### config.mk
export PLATFORM = sky130hd
export DESIGN_NAME = coo_edge_aggregator
export DESIGN_NICKNAME = d
export VERILOG_FILES = /design/src/rtl/coo_edge_aggregator.sv
export SDC_FILE = /design/constraint.sdc
export NUM_CORES = 2
export LEC_CHECK = 0
export CAP_MARGIN = 10
export CORE_ASPECT_RATIO = 1.2
export CORE_MARGIN = 10
export CORE_UTILIZATION = 55
export DETAILED_ROUTE_END_ITERATION = 6
export GPL_TIMING_DRIVEN = 0
export PLACE_DENSITY_LB_ADDON = 0.25
export SYNTH_ARGS = -nofsm -noshare
export SYNTH_HDL_FRONTEND = slang
export SYNTH_SLANG_ARGS = --single-unit
export TNS_END_PERCENT = 1
### constraint.sdc
create_clock -name clk -period 13.2 [get_ports clk]
set_clock_uncertainty 0.15 [all_clocks]
set_input_delay 3.96 -clock clk [delete_from_list [all_inputs] [get_ports clk]]
set_output_delay 3.96 -clock clk [all_outputs]
set_load 0.01 [all_outputs]
### src/rtl/coo_edge_aggregator.sv
// COO edge walker for GCN neighbour aggregation.
// Sums each edge's source feature row into the destination's aggregate row.
module coo_edge_aggregator #(
    parameter int COO_EDGES = 6,
    parameter int COO_BW    = $clog2(COO_EDGES),
    parameter int NUM_NODES = 6,
    parameter int NODE_BW   = $clog2(NUM_NODES),
    parameter int FEAT_COLS = 3,
    parameter int DATA_W    = 16,
    parameter int ACC_W     = DATA_W + COO_BW
) (
    input  logic                       clk,
    input  logic                       reset,
    input  logic                       start,
    input  logic [COO_BW-1:0]          edge_count,
    output logic                       enable_edge,
    output logic                       coo_rd_en,
    output logic [COO_BW-1:0]          coo_rd_addr,
    input  logic [NODE_BW-1:0]         coo_src,
    input  logic [NODE_BW-1:0]         coo_dst,
    output logic                       feat_rd_en,
    output logic [NODE_BW-1:0]         feat_rd_addr,
    input  logic [FEAT_COLS*DATA_W-1:0] feat_rd_data,
    input  logic [NODE_BW-1:0]         agg_rd_addr,
    output logic [FEAT_COLS*ACC_W-1:0] agg_rd_data,
    output logic                       busy,
    output logic                       done,
    output logic                       idx_err
);

    typedef enum logic [2:0] {
        IDLE,
        COO_RD,
        FEAT_RD,
        ACC,
        DONE
    } state_t;

    state_t state_q;
    state_t state_d;

    logic [NODE_BW-1:0] src_q;
    logic [NODE_BW-1:0] dst_q;
    logic               clear;
    logic               acc_go;
    logic               acc_we;
    logic               in_range;
    logic               last_edge;

    logic signed [ACC_W-1:0] agg [NUM_NODES][FEAT_COLS];
    logic signed [ACC_W-1:0] ext [FEAT_COLS];

    assign busy        = (state_q != IDLE);
    assign coo_rd_addr = edge_count;
    assign last_edge   = (edge_count == COO_BW'(COO_EDGES - 1));
    assign in_range    = ({1'b0, src_q} < (NODE_BW + 1)'(NUM_NODES)) &&
                         ({1'b0, dst_q} < (NODE_BW + 1)'(NUM_NODES));
    assign acc_we      = acc_go && in_range;
    // Memory output drives the feature address directly in FEAT_RD.
    assign feat_rd_addr = (state_q == FEAT_RD) ? coo_src : src_q;

    // State register.
    always_ff @(posedge clk or posedge reset) begin
        if (reset) begin
            state_q <= IDLE;
        end else begin
            state_q <= state_d;
        end
    end

    // Next-state and per-state strobes.
    always_comb begin
        state_d     = state_q;
        enable_edge = 1'b0;
        coo_rd_en   = 1'b0;
        feat_rd_en  = 1'b0;
        done        = 1'b0;
        clear       = 1'b0;
        acc_go      = 1'b0;
        unique case (state_q)
            IDLE: begin
                if (start) begin
                    clear   = 1'b1;
                    state_d = COO_RD;
                end
            end
            COO_RD: begin
                coo_rd_en = 1'b1;
                state_d   = FEAT_RD;
            end
            FEAT_RD: begin
                feat_rd_en = 1'b1;
                state_d    = ACC;
            end
            ACC: begin
                enable_edge = 1'b1;
                acc_go      = 1'b1;
                state_d     = last_edge ? DONE : COO_RD;
            end
            DONE: begin
                done    = 1'b1;
                state_d = IDLE;
            end
            default: state_d = IDLE;
        endcase
    end

    // Capture the edge endpoints as the COO read returns.
    always_ff @(posedge clk or posedge reset) begin
        if (reset) begin
            src_q <= '0;
            dst_q <= '0;
        end else if (state_q == FEAT_RD) begin
            src_q <= coo_src;
            dst_q <= coo_dst;
        end
    end

    // Sticky out-of-range flag, cleared when a new pass starts.
    always_ff @(posedge clk or posedge reset) begin
        if (reset) begin
            idx_err <= 1'b0;
        end else if (clear) begin
            idx_err <= 1'b0;
        end else if (acc_go && !in_range) begin
            idx_err <= 1'b1;
        end
    end

    // Sign-extend each incoming feature element to accumulator width.
    always_comb begin
        for (int k = 0; k < FEAT_COLS; k++) begin
            ext[k] = ACC_W'($signed(feat_rd_data[k*DATA_W +: DATA_W]));
        end
    end

    // Aggregate buffer: clear on start, accumulate into the dst row.
    always_ff @(posedge clk or posedge reset) begin
        if (reset) begin
            for (int r = 0; r < NUM_NODES; r++) begin
                for (int k = 0; k < FEAT_COLS; k++) begin
                    agg[r][k] <= '0;
                end
            end
        end else if (clear) begin
            for (int r = 0; r < NUM_NODES; r++) begin
                for (int k = 0; k < FEAT_COLS; k++) begin
                    agg[r][k] <= '0;
                end
            end
        end else if (acc_we) begin
            for (int r = 0; r < NUM_NODES; r++) begin
                if (NODE_BW'(r) == dst_q) begin
                    for (int k = 0; k < FEAT_COLS; k++) begin
                        agg[r][k] <= agg[r][k] + ext[k];
                    end
                end
            end
        end
    end

    // Row readout; unmatched (out-of-range) addresses read as zero.
    always_comb begin
        agg_rd_data = '0;
        for (int r = 0; r < NUM_NODES; r++) begin
            if (NODE_BW'(r) == agg_rd_addr) begin
                for (int k = 0; k < FEAT_COLS; k++) begin
                    agg_rd_data[k*ACC_W +: ACC_W] = agg[r][k];
                end
            end
        end
    end

endmodule

* Word level (Yosys, flattened, before mapping)
Cells that the tools add are included.
Word-level totals: bits in registers 352, input bits 63
Operators by class: add/sub/neg operators 18, $lt $le $gt $ge 2, equality and inequality tests 16, muxes and demuxes 26, reduce and logical (&&, ||, !) cells 22
Operators with widths (number):
- 2-to-1 mux 342 bit | 2
- 2-to-1 mux 57 bit | 12
- adder 19 x 16 -> 19 bit | 18
- nonzero test 2 bit | 8
- equality test 2 x 3 -> 1 bit (first input constant) | 4
- equality test 3 bit (first input constant) | 4
- case mux 3 bit (4 select lines) | 1
- AND reduction 2 bit | 6
- logical NOT 3 bit | 3
- 2-to-1 mux 3 bit | 3
- 2-to-1 mux 1 bit | 8
- equality test 1 x 3 -> 1 bit (first input constant) | 2
- equality test 3 x 2 -> 1 bit (second input constant) | 2
- equality test 3 bit (second input constant) | 2
- less-than comparator 3 bit (second input constant) | 2
- equality test 3 x 1 -> 1 bit (second input constant) | 1
- logical AND 1 bit | 3
- nonzero test 3 bit | 1
- != test 2 bit (second input constant) | 1
- logical NOT 1 bit | 1

* Logic depth before layout (Yosys ltp)
depth after elaboration 7, gate-level depth with buffers 12, mapped depth without buffers 12

* Least setup slack after synthesis
OpenSTA, ideal clock, no wires.
kind in2out, from in agg_rd_addr[0], to out agg_rd_data[11], data arrival time 5753 ps, required time 9090 ps, setup slack 3337 ps, stages 6, buffers on the path 4, path through clkbuf_1 -> buf_2 -> buf_2 -> buf_1 -> mux2i_1 -> o22ai_1
Between the ends: cells in the longest elaborated chain, start to end 7, elaborated cells on any way between the ends 12, those cells by class 5 x eq/ne; 6 x mux; 1 x reduce/logical
RTL lines:
- from (decl) | line 24 | input logic [NODE_BW-1:0] agg_rd_addr,
- logical NOT 3 bit | line 166 | if (NODE_BW'(r) == agg_rd_addr) begin
- 2-to-1 mux 57 bit (5 in series) | line 166
- 2-to-1 mux 57 bit (*) | line 166
- to (decl) | line 25 | output logic [FEAT_COLS*ACC_W-1:0] agg_rd_data,
Mark *: on every way between the ends. The rest lies on a longest branch, timed or not.

* Worst setup path after layout
from in agg_rd_addr[0], to out agg_rd_data[46]
Same word-level chain as after synthesis.

==> impl_metrics.env <==
export IMPL_outcome="completed"
export IMPL_cts_tree="done"
export IMPL_cp_required_ps=9090
export IMPL_dieArea_sq_um=65800
export IMPL_crit_fanout=10
export IMPL_clk_latency_ps=590
export IMPL_crit_type="in -> out"
export IMPL_routed_wirelength_um=113000
export IMPL_min_to="agg[151]"
export IMPL_synth_most_common_cell="o21ai_0"
export IMPL_p_per_area_nw_per_um2=199
export IMPL_cts_repair_resized=0
export IMPL_synth_cells=3656
export IMPL_cts_buffers=42
export IMPL_path_cells="clkbuf_1 > buf_2 > buf_2 > buf_2 > mux2i_1 > o22ai_1 > clkdlybuf4s50_1"
export IMPL_drive_gt1_share_pct=4.07
export IMPL_fmax_ghz=0.0844
export IMPL_die_h_um=279
export IMPL_cp_start_kind="input pin"
export IMPL_place_congestion=0.993
export IMPL_synthTopCellsByArea="dfrtp_1, ha_1, o21ai_0"
export IMPL_ys_seq_area_share_pct=28.7
export IMPL_synth_flop_cell="dfrtp_1"
export IMPL_num_rows=94
export IMPL_drc=0
export IMPL_io_buffers=130
export IMPL_grt_pass1_wl_um=171000
export IMPL_clk_pin_slew_ps=70
export IMPL_yosysTopAreaCellShare_pct=28.7
export IMPL_drv_cap=0
export IMPL_ys_top_cells_by_count="o21ai_0, nand3_1, dfrtp_1, ha_1, a21oi_1"
export IMPL_drt_first_iter_violations=2913
export IMPL_detail_route_wl_per_cell_um=24.5
export IMPL_fin_crit_sh_pct=89.7
export IMPL_antenna_found_initial=3
export IMPL_crit_top_cell="buf_2"
export IMPL_antenna_left=0
export IMPL_htreeDepth=2
export IMPL_slowest_stage="buf_2"
export IMPL_yosys_register_bits=352
export IMPL_rrSetupSlack_ps=8720
export IMPL_hold_path_class="reg -> reg"
export IMPL_stdcell_area_sq_um=34600
export IMPL_grt_usage_pct=33.0
export IMPL_regToRegStartpoint="state_q[1]"
export IMPL_cts_root_buf="clkbuf_16"
export IMPL_min_from="agg[151]"
export IMPL_via_count=30187
export IMPL_post_dp_cell_area_sq_um=33200
export IMPL_synth_edf_count=0
export IMPL_setup_viol=0
export IMPL_irDropWorstVdd_v=0.000101
export IMPL_dp_final_hpwl_um=85200
export IMPL_slew_headroom_pct=8.38
export IMPL_cts_hold_buf=0
export IMPL_pin_count=132
export IMPL_fin_setup_tns_ps=0
export IMPL_areaGrowthSynthToFinish_pct=12.7
export IMPL_drv_slew=0
export IMPL_hold_depth=1
export IMPL_syn_nets=4061
export IMPL_arrival_ps=7730
export IMPL_clkSinkCount=352
export IMPL_leakage_nw=16.3
export IMPL_synth_avg_cell_area_sq_um=8.40
export IMPL_grt_pass1_vias=28951
export IMPL_synth_area_leader_cell="dfrtp_1"
export IMPL_seq_area_sq_um=8810
export IMPL_yosys_warnings=0
export IMPL_die_w_um=236
export IMPL_hold_violations=0
export IMPL_min_period_ps=11840
export IMPL_netlist_area_sq_um=30700
export IMPL_grt_overflow_total=0
export IMPL_cts_buffer_depth=3
export IMPL_grt_max_degree=40
export IMPL_via_per_inst=6.56
export IMPL_fillers=4900
export IMPL_cp_end_kind="output pin"
export IMPL_reg2reg_depth=11
export IMPL_worst_pin_slew_ps=1370
export IMPL_core_area_sq_um=55000
export IMPL_multiInputGateArea_sq_um=20700
export IMPL_r2r_end="agg[194]"
export IMPL_async_flop_share_pct=100
export IMPL_dr_pass1_iters=6
export IMPL_cp_slowest_stage_delay_ps=700
export IMPL_ys_types=78
export IMPL_cts_setup_buffers=0
export IMPL_nNetsFinal=4250
export IMPL_rsz0062_at_grt="false"
export IMPL_start_util_pct=55.8
## registers in the layout, indices dropped and copies added, names as in the netlist
name	count
agg	342
dst_q	3
src_q	3
state_q	3
idx_err	1
## power breakdown
group / internal, W / switching (W) / total [W]
Sequential: 0.00146 / 0.000353 / 0.00181
Combinational: 0.00157 / 0.00228 / 0.00385
Clock: 0.000704 / 0.000520 / 0.00122
Total: 0.00374 / 0.00315 / 0.00689
## worst max path at each step
| stage | start | to | slack (ps) |
|---|---|---|---|
| 3_5_place_dp | agg_rd_addr[0] | agg_rd_data[46] | 1440 |
| 4_1_cts | agg_rd_addr[0] | agg_rd_data[46] | 1440 |
| 6_report | agg_rd_addr[0] | agg_rd_data[46] | 1360 |
| 2_1_floorplan | agg_rd_addr[0] | agg_rd_data[11] | 3340 |
| 3_3_place_gp | agg_rd_addr[0] | agg_rd_data[46] | 760 |
| 5_1_grt | agg_rd_addr[0] | agg_rd_data[46] | 1330 |
## stage by stage
stage	cells	power [W]	util, %	worst slack (ps)	hold slack, ps
6_report	4599	0.00689	62.9	1360	335
5_1_grt	4598	0.00735	62.9	1330	342
4_1_cts	4598	0.00679	62.9	1440	332
3_5_place_dp	4521	0.00556	60.3	1440	323
3_3_place_gp	4506	0.00547	59.8	756	314
2_1_floorplan	3656	0.00444	-	3340	290
## cells in the final DEF, fill, tap and decap left out, drive strengths merged, types with 28 or more instances in the layout
master	count
inv	150
a21o	139
and3	36
buf	69
o21bai	35
a21oi	269
o221ai	52
xor2	142
nand2b	38
mux2i	109
clkdlybuf4s50	130
nand2	214
clkbuf	186
or3	28
a31oi	40
ha	324
o21ai	419
dfrtp	352
nor2b	43
nor3	65
nor2	197
nand3	372
xnor2	117
## routing by layer
metal	part of all wire (%)	track usage [%]	up-vias	routed length, um
met5	0.036	0	-	41
met4	6.7	20.5	6	7590
met3	10	7.77	374	11400
met2	45	53.0	1512	50900
met1	38	39.6	14456	42900
li1	-	-	13839	-
## layout make-up
type,instances,share of cell area (%)
antenna,1,0.00723
buffer,172,2.00
clock buffer,68,3.94
clock inverter,9,0.130
inverter,152,1.66
multi-input combinational,2980,59.7
sequential,352,25.4
tap,720,2.60
timing repair buffer,145,4.48
## cell families after synthesis
kind of cell | count (synthesis) | share of synthesized area, %
XOR/XNOR | 260 | 7.46
buffers and inverters | 324 | 4.11
AO/OA/AOI/OAI | 1160 | 23.4
flip-flops | 352 | 28.7
AND/OR/NAND/NOR | 1090 | 17.3
adder cells (fa/ha/maj) | 342 | 14.4
multiplexers | 128 | 4.72
## critical path: cells and delay by family
family,cells,cell delay [ps]
buffers and inverters,5,3140
AO/OA/AOI/OAI,1,350
multiplexers,1,250
No activity file was read; power rests on OpenSTA's default activity.
